**src/rtl/cacheline_adapter_pkg.sv**
```systemverilog
// rtl/cacheline_adapter_pkg.sv - shared constants, state type and helpers for the cacheline adapter
package cacheline_adapter_pkg;

    localparam int BEAT_W    = 64;
    localparam int BURST_LEN = 4;
    localparam int LINE_W    = BURST_LEN * BEAT_W;
    localparam int LINE_OFS  = 5;
    localparam int CNT_W     = $clog2(BURST_LEN);

    typedef enum logic [2:0] {
        S_IDLE,
        S_RD_CMD,
        S_RD_DATA,
        S_WR_DATA,
        S_RESP
    } adapter_state_t;

    function automatic logic [31:0] line_align(input logic [31:0] addr);
        return {addr[31:LINE_OFS], {LINE_OFS{1'b0}}};
    endfunction

endpackage

```
**src/rtl/cacheline_adapter_d_deser.sv**
```systemverilog
// rtl/cacheline_adapter_d_deser.sv - indexed beat-to-line assembler for the read path
module burst_deserializer
    import cacheline_adapter_pkg::*;
(
    input  logic              clk,
    input  logic              rst,
    input  logic              clear,
    input  logic              beat_valid,
    input  logic [BEAT_W-1:0] beat_data,
    output logic [LINE_W-1:0] line,
    output logic              done
);

    logic [CNT_W-1:0]  cnt_q, cnt_d;
    logic [LINE_W-1:0] line_q, line_d;

    // clear only rewinds the index; the line keeps its last contents
    always_comb begin
        cnt_d  = cnt_q;
        line_d = line_q;
        done   = 1'b0;
        if (clear) begin
            cnt_d = '0;
        end else if (beat_valid) begin
            line_d[cnt_q*BEAT_W +: BEAT_W] = beat_data;
            cnt_d = cnt_q + 1'b1;
            done  = (cnt_q == CNT_W'(BURST_LEN-1));
        end
    end

    always_ff @(posedge clk) begin
        if (rst) begin
            cnt_q  <= '0;
            line_q <= '0;
        end else begin
            cnt_q  <= cnt_d;
            line_q <= line_d;
        end
    end

    assign line = line_q;

endmodule

```
**src/rtl/cacheline_adapter_d.sv**
```systemverilog
// rtl/cacheline_adapter_d.sv - 256-bit line request to 4x64-bit DRAM burst adapter
module cacheline_adapter_d
    import cacheline_adapter_pkg::*;
(
    input  logic              clk,
    input  logic              rst,
    input  logic [31:0]       mem_addr,
    input  logic              mem_read,
    input  logic              mem_write,
    input  logic [LINE_W-1:0] mem_wdata,
    output logic [LINE_W-1:0] mem_rdata,
    output logic              mem_resp,
    output logic [31:0]       mem_raddr,
    output logic [31:0]       bmem_addr,
    output logic              bmem_read,
    output logic              bmem_write,
    output logic [BEAT_W-1:0] bmem_wdata,
    input  logic              bmem_ready,
    input  logic [31:0]       bmem_raddr,
    input  logic [BEAT_W-1:0] bmem_rdata,
    input  logic              bmem_rvalid,
    output logic [31:0]       stat_read_lines,
    output logic [31:0]       stat_write_lines,
    output logic [31:0]       stat_stall_cycles
);

    adapter_state_t    state_q, state_d;
    logic [31:0]       addr_q, addr_d;
    logic [LINE_W-1:0] wbuf_q, wbuf_d;
    logic [CNT_W-1:0]  wcnt_q, wcnt_d;
    logic              is_wr_q, is_wr_d;
    logic [31:0]       rd_lines_q, rd_lines_d;
    logic [31:0]       wr_lines_q, wr_lines_d;
    logic [31:0]       stall_q, stall_d;

    logic              beat_ok;
    logic              rd_clear;
    logic              rd_done;
    logic [LINE_W-1:0] rd_line;

    // beats tagged for another line are dropped without advancing the index
    assign beat_ok = (state_q == S_RD_DATA) && bmem_rvalid &&
                     (bmem_raddr[31:LINE_OFS] == addr_q[31:LINE_OFS]);

    burst_deserializer u_deser (
        .clk        (clk),
        .rst        (rst),
        .clear      (rd_clear),
        .beat_valid (beat_ok),
        .beat_data  (bmem_rdata),
        .line       (rd_line),
        .done       (rd_done)
    );

    always_comb begin
        state_d    = state_q;
        addr_d     = addr_q;
        wbuf_d     = wbuf_q;
        wcnt_d     = wcnt_q;
        is_wr_d    = is_wr_q;
        rd_lines_d = rd_lines_q;
        wr_lines_d = wr_lines_q;
        stall_d    = stall_q;
        rd_clear   = 1'b0;
        bmem_read  = 1'b0;
        bmem_write = 1'b0;
        bmem_addr  = '0;
        bmem_wdata = '0;
        mem_resp   = 1'b0;
        mem_raddr  = '0;
        mem_rdata  = '0;
        unique case (state_q)
            S_IDLE: begin
                rd_clear = 1'b1;
                if (mem_write) begin
                    addr_d  = line_align(mem_addr);
                    wbuf_d  = mem_wdata;
                    wcnt_d  = '0;
                    is_wr_d = 1'b1;
                    state_d = S_WR_DATA;
                end else if (mem_read) begin
                    addr_d  = line_align(mem_addr);
                    is_wr_d = 1'b0;
                    state_d = S_RD_CMD;
                end
            end
            S_RD_CMD: begin
                bmem_read = 1'b1;
                bmem_addr = addr_q;
                if (bmem_ready) state_d = S_RD_DATA;
                else            stall_d = stall_q + 32'd1;
            end
            S_RD_DATA: begin
                if (rd_done) state_d = S_RESP;
            end
            S_WR_DATA: begin
                bmem_write = 1'b1;
                bmem_addr  = addr_q;
                bmem_wdata = wbuf_q[wcnt_q*BEAT_W +: BEAT_W];
                if (bmem_ready) begin
                    wcnt_d = wcnt_q + 1'b1;
                    if (wcnt_q == CNT_W'(BURST_LEN-1)) state_d = S_RESP;
                end else begin
                    stall_d = stall_q + 32'd1;
                end
            end
            S_RESP: begin
                mem_resp  = 1'b1;
                mem_raddr = addr_q;
                mem_rdata = rd_line;
                if (is_wr_q) wr_lines_d = wr_lines_q + 32'd1;
                else         rd_lines_d = rd_lines_q + 32'd1;
                state_d = S_IDLE;
            end
            default: state_d = S_IDLE;
        endcase
    end

    always_ff @(posedge clk) begin
        if (rst) begin
            state_q    <= S_IDLE;
            addr_q     <= '0;
            wbuf_q     <= '0;
            wcnt_q     <= '0;
            is_wr_q    <= 1'b0;
            rd_lines_q <= '0;
            wr_lines_q <= '0;
            stall_q    <= '0;
        end else begin
            state_q    <= state_d;
            addr_q     <= addr_d;
            wbuf_q     <= wbuf_d;
            wcnt_q     <= wcnt_d;
            is_wr_q    <= is_wr_d;
            rd_lines_q <= rd_lines_d;
            wr_lines_q <= wr_lines_d;
            stall_q    <= stall_d;
        end
    end

    assign stat_read_lines   = rd_lines_q;
    assign stat_write_lines  = wr_lines_q;
    assign stat_stall_cycles = stall_q;

endmodule

```
**config.mk**
```make
export PLATFORM = sky130hd
export DESIGN_NAME = cacheline_adapter_d
export DESIGN_NICKNAME = d
export VERILOG_FILES = /design/src/rtl/cacheline_adapter_pkg.sv /design/src/rtl/cacheline_adapter_d_deser.sv /design/src/rtl/cacheline_adapter_d.sv
export SDC_FILE = /design/constraint.sdc
export NUM_CORES = 2
export LEC_CHECK = 0
export CELL_PAD_IN_SITES_DETAIL_PLACEMENT = 1
export CELL_PAD_IN_SITES_GLOBAL_PLACEMENT = 2
export CORE_MARGIN = 4
export CORE_UTILIZATION = 27
export CTS_BUF_LIST = sky130_fd_sc_hd__clkbuf_8 sky130_fd_sc_hd__clkbuf_16
export DETAILED_ROUTE_END_ITERATION = 6
export GPL_TIMING_DRIVEN = 0
export PLACE_DENSITY_LB_ADDON = 0.1
export RECOVER_POWER = 100
export SLEW_MARGIN = 5
export SYNTH_ARGS = -nofsm -noshare
export SYNTH_HDL_FRONTEND = slang
export SYNTH_SLANG_ARGS = --single-unit
```
**constraint.sdc**
```tcl
create_clock -name clk -period 3.05 [get_ports clk]
set_clock_uncertainty 0.2 [all_clocks]
set_input_delay 0.61 -clock clk [delete_from_list [all_inputs] [get_ports clk]]
set_output_delay 0.61 -clock clk [all_outputs]
set_load 0.005 [all_outputs]
```
## Word level (Yosys, flattened, before mapping)

Index checks and enable logic that the tools add are counted.

| operators by class | value |
|---|---|
| add/sub/neg operators | 6 |
| equal/unequal tests | 13 |
| shifts and indexed selects | 3 |
| muxes and demuxes | 25 |
| bitwise logic cells | 3 |
| reductions and logical operators | 15 |

Operators with widths:

| kind | number |
|---|---|
| $bwmux W256 | 1 |
| $mux W256 | 1 |
| $shift A64 B34 Y256 const A | 1 |
| $shiftx A256 B9 Y64 | 1 |
| $shiftx A64 B34 Y256 | 1 |
| $mux W32 | 4 |
| $add A32 B1 Y32 const B | 3 |
| $mux W64 | 1 |
| $neg A8 Y34 | 1 |
| $eq A27 B27 Y1 | 1 |
| $mux W3 | 6 |
| $pmux W3 S4 | 1 |
| $reduce_and A2 Y1 | 6 |
| $ne A2 B2 Y1 const B | 5 |
| $mux W1 | 8 |
| $eq A3 B2 Y1 const B | 2 |
| $reduce_and A5 Y1 | 1 |
| $add A2 B1 Y2 const B | 2 |
| $eq A2 B2 Y1 const B | 2 |
| $mux W2 | 2 |
| $pmux W2 S2 | 1 |
| $reduce_bool A2 Y1 | 2 |
| $reduce_or A2 Y1 | 2 |
| $eq A3 B1 Y1 const B | 1 |
| 6 further kinds | 9 |

| word-level totals | value |
|---|---|
| flip-flop bits (word level) | 648 |
| input port bits | 390 |
| logic and storage cells | 75 |

## Logic depth before layout (Yosys ltp)

| logic depth | value |
|---|---|
| word-level depth | 7 |
| mapped depth | 9 |
| mapped depth without buffers | 6 |

## Cells and area by module

A second synthesis with hierarchy kept.

| unflattened totals | value |
|---|---|
| cell total of the unflattened synthesis | 2,992 |
| area total of the unflattened synthesis | 27,141.0 um2 |

By module, submodules not included:

| module | instances | cells an instance | area an instance (um2) | sequential area each (um2) |
|---|---|---|---|---|
| cacheline_adapter_d | 1 | 2,309 | 18,660.4 | 7,707.4 |
| burst_deserializer | 1 | 683 | 8,480.6 | 5,165.0 |

## Worst setup path after synthesis

No wires, ideal clock.

| path | value |
|---|---|
| kind | register -> output |
| start | register wcnt_q[0] |
| end | output bmem_wdata[25] |
| arrival | 2.062 ns |
| slack | 0.178 ns |
| stages on the path, launching flop included | 5 |
| buffers on the path | 2 |
| cell sequence | dfxtp_1 buf_1 buf_1 mux4_2 and2_1 |

| on the way | value |
|---|---|
| cells in the longest elaborated chain, start to end | 2 |

RTL lines:

| what | line | source |
|---|---|---|
| from (decl) | cacheline_adapter_d.sv:30 | `logic [CNT_W-1:0] wcnt_q, wcnt_d;` |
| from (signal assigned) | cacheline_adapter_d.sv:133 | `wcnt_q <= wcnt_d;` |
| $shiftx A256 B9 Y64 | cacheline_adapter_d.sv:99 | `bmem_wdata = wbuf_q[wcnt_q*BEAT_W +: BEAT_W];` |
| $mux W64 | cacheline_adapter_d.sv:72 | `unique case (state_q)` |
| to (decl) | cacheline_adapter_d.sv:17 | `output logic [BEAT_W-1:0] bmem_wdata,` |

No other way between the ends.

## Worst setup path after layout

| path | value |
|---|---|
| start | register state_q[0] |
| end | output mem_rdata[136] |

| on the way | value |
|---|---|
| cells in the longest elaborated chain, start to end | 2 |

RTL lines:

| what | line | source |
|---|---|---|
| from (decl) | cacheline_adapter_d.sv:27 | `adapter_state_t state_q, state_d;` |
| from (signal assigned) | cacheline_adapter_d.sv:130 | `state_q <= state_d;` |
| $eq A3 B3 Y1 | cacheline_adapter_d.sv:72 |  |
| $mux W256 | cacheline_adapter_d.sv:72 |  |
| to (decl) | cacheline_adapter_d.sv:11 | `output logic [LINE_W-1:0] mem_rdata,` |

No other way between the ends.

==> flow_summary.json <==
{
  "crit_type": "flop to output pin",
  "p_seq_share_pct": 41.3,
  "whs_path_depth": 2,
  "area_delta_synth_final_pct": 60.51,
  "critPathTopFamily": "buffers and inverters",
  "cp_common_cell": "buf_6",
  "synth_warnings": 0,
  "cp-end-kind": "output pin",
  "min_path_type": "flop to flop",
  "boundaryPins": 873,
  "yosys.area_share.simple_pct": 28.86,
  "htreeDepth": 3,
  "layout_setup_ws_ps": -374.8,
  "synth_cell_types": 50,
  "violations": "setup timing",
  "slowest_stage": "dfxtp_4",
  "viasPerCell": 5.107,
  "drc": 0,
  "finalNetCount": 5439,
  "hold_slack_ps": 252.7,
  "die_h_um": 347.1,
  "p_int_mw": 15.82,
  "reg2reg_from": "state_q[1]",
  "slew_viol_final": 0,
  "fin_crit_ps": 3425,
  "crit_chain": "buf_8 -> nor3b_4 -> buf_8 -> buf_12 -> clkbuf_16 -> buf_12 -> buf_6 -> buf_8 -> buf_6 -> buf_6 -> and2_4 -> buf_6",
  "rr_endpoint": "stat_read_lines[28]",
  "cts_tree": "done",
  "worstPathRequired_ps": 2240,
  "hold_buffers": 0,
  "grt.total_usage_pct": 27.77,
  "syn_area_mm2": 0.03105,
  "clk_path_buf_depth": 3,
  "finalHoldViolCount": 0,
  "clkSlewWorstSetupHoldPaths_ps": 60,
  "synth_top_family_by_area": "simple AND/OR/NAND/NOR gates",
  "grt_pass1_vias": 34590,
  "synth_compound_area_share_pct": 15.80,
  "vdd_ir_drop_max_uv": 365.1,
  "maxCapViolations": 0,
  "synth_async_sr_flop_share_pct": 0,
  "root_buffer": "clkbuf_16",
  "num_vias": 33850,
  "antenna_found_initial": 20,
  "p_sw_mw": 5.778,
  "mostFrequentLayoutCells": "nand2_1, dfxtp_1, a21oi_1, clkdlybuf4s50_1, buf_6",
  "ant_nets": 0,
  "swShare_pct": 26.75,
  "p_leak_nw": 19.25,
  "path_max_fanout": 7,
  "yosys.area_share.adder_pct": 0.3627,
  "synthMuxAreaShare_pct": 4.811,
  "die-area_mm2": 0.1205,
  "synth-edff-count": 0,
  "ff2ff_path_depth": 8,
  "combPwrFrac_pct": 12.3,
  "clkPwrFrac_pct": 46.4,
  "core-area_mm2": 0.1142,
  "ys_seq_elements": 643,
  "whs_endpoint": "wbuf_q[162]",
  "r2r_setup_slack_ps": -90,
  "arrival_ps": 2610,
  "dp_hpwl_um": 131300,
  "drive_above_1_share_pct": 27.21,
  "start_kind": "flop",
  "worstHoldStart": "wbuf_q[162]",
  "avgSynthCellArea_um2": 8.069,
  "synthXorXnorAreaFrac_pct": 2.821,
  "final_common_cell": "nand2_1",
  "clk_latency_ps": 650,
  "wl_um": 177700,
  "grt_pass1_wl_um": 248500,
  "row_count": 124,
  "drt_iter0_markers": 1765,
  "utilization_pct": 43.65,
  "slew_headroom_pct": 21.21,
  "die_x_um": 347.1,
  "grt-ovfl-total": 0,
  "wl_per_cell_um": 26.82,
  "syn-instance-count": 3848,
  "fmax_mhz": 292.0,
  "timing.final.crit_share_pct": 112.3,
  "grt_max_degree": 13,
  "dr.pass1.iters": 5,
  "setup_viol": 377,
  "synth-main-ff-cell": "dfxtp_1",
  "gp_congestion": 0.8598,
  "cts_buffers": 83,
  "io_buffers": 851,
  "worst_pin_slew_ps": 1182,
  "rsz0062_at_grt": "yes",
  "cts.sinks": 643,
  "max_stage_delay_ps": 340,
  "powerDensity_mw_per_mm2": 433.4,
  "cp_num_buf_inv": 10,
  "status": "complete, but fails checks",
  "start_util_pct": 27.19,
  "ys_seq_area_share_pct": 41.46
}
-- Yosys cell counts (4+ instances only) --
library cell / number / area (µm²)
buf_4: 10 / 75.07
nand4_1: 32 / 200.2
nand3_1: 36 / 180.2
and4_1: 17 / 148.9
or3_1: 8 / 50.05
nor4_2: 4 / 50.05
xor2_1: 50 / 437.9
xnor2_1: 50 / 437.9
and2_1: 381 / 2384
and3_1: 11 / 68.82
buf_6: 21 / 236.5
mux4_2: 64 / 1441
a21oi_1: 557 / 2788
inv_1: 20 / 75.07
dfxtp_1: 643 / 12870
nor2_1: 92 / 345.3
nor2b_1: 5 / 31.28
nor3b_1: 5 / 37.54
buf_1: 12 / 45.04
clkbuf_1: 366 / 1374
o21ai_0: 14 / 70.07
buf_2: 4 / 20.02
nor3_1: 17 / 85.08
nor4_1: 18 / 112.6
o31ai_1: 259 / 1944
nand2_1: 854 / 3206
ha_1: 9 / 112.6
or4_1: 260 / 1952
-- through the flow --
step                setup slack [ps]  instance area, µm²  TNS [ps]  power, mW  instances
global route                  -456.2               49820   -109230      22.37       6621
floorplan                      177.6               31080         0      9.969       3857
global placement               -2332               41490  -1237800      11.29       6220
detailed placement             -2358               41520  -1179990      11.32       6221
CTS                           -598.8               47440   -184120      21.68       6530
finish                        -374.8               49840    -58540      21.60       6628
-- registers in the layout (all words and copies together) (netlist names) --
signal and cells:
u_deser.cnt_q 2, stat_read_lines 32, wbuf_q 256, u_deser.line 256, wcnt_q 2, state_q 3
stat_stall_cycles 32, addr_q 27, is_wr_q 1, stat_write_lines 32
-- power by group through the flow --
stage,registers (mW),clock network [mW],logic [mW]
6_report,8.92,10.0,2.66
5_1_grt,8.94,10.6,2.85
4_1_cts,8.91,10.3,2.51
3_5_place_dp,9.09,0,2.23
3_3_place_gp,9.08,0,2.20
2_1_floorplan,8.99,0,0.978
-- tightest hold or removal path, delay by kind of cell, from the launching register on --
family | cells | cell delay, ps
flip-flops | 1 | 300
AO/OA/AOI/OAI | 1 | 50
AND/OR/NAND/NOR | 1 | 50
-- repair_timing --
item                                    CTS  global route
setup endpoints to repair               916           865
gates resized for setup                1701          1062
pin swaps                                74            57
endpoints found under the hold margin     0             0
gates cloned                             25             7
buffers inserted                        138           125
-- cells by family after synthesis --
group / after synthesis
adder cells (fa/ha/maj): 9
multiplexers: 69
AO/OA/AOI/OAI: 841
other: 1
XOR/XNOR: 100
flip-flops: 643
AND/OR/NAND/NOR: 1752
buffers and inverters: 433
-- area by class of cell --
cell class / instances / area, µm²
tap: 1512 / 1892
clock buffer: 106 / 2416
clock inverter: 41 / 320.3
fill: 13230 / 64350
antenna: 14 / 35.03
buffer: 394 / 2496
sequential: 643 / 12890
timing repair buffer: 1117 / 12050
inverter: 20 / 75.07
multi-input combinational: 2781 / 17670
-- worst max path at each step --
stage                         from                end  slack (ps)  cells past startpoint
floorplan                wcnt_q[0]     bmem_wdata[25]         180                      4
global placement    bmem_raddr[18]   u_deser.line[90]       -2330                      9
detailed placement  bmem_raddr[18]  u_deser.line[102]       -2360                      9
CTS                     state_q[0]      mem_rdata[18]        -600                     13
global route            state_q[0]     mem_rdata[142]        -460                     12
finish                  state_q[0]     mem_rdata[136]        -370                     12
-- layer usage --
metal	up-vias	part of all wire, %	GRT usage [%]
met2	962	50	48.86
met1	16870	42	34.75
met5	-	0.040	0
met4	10	2.7	7.675
li1	15810	-	-
met3	196	5.4	5.092
Note: power is estimated with default switching activity, not from simulation.
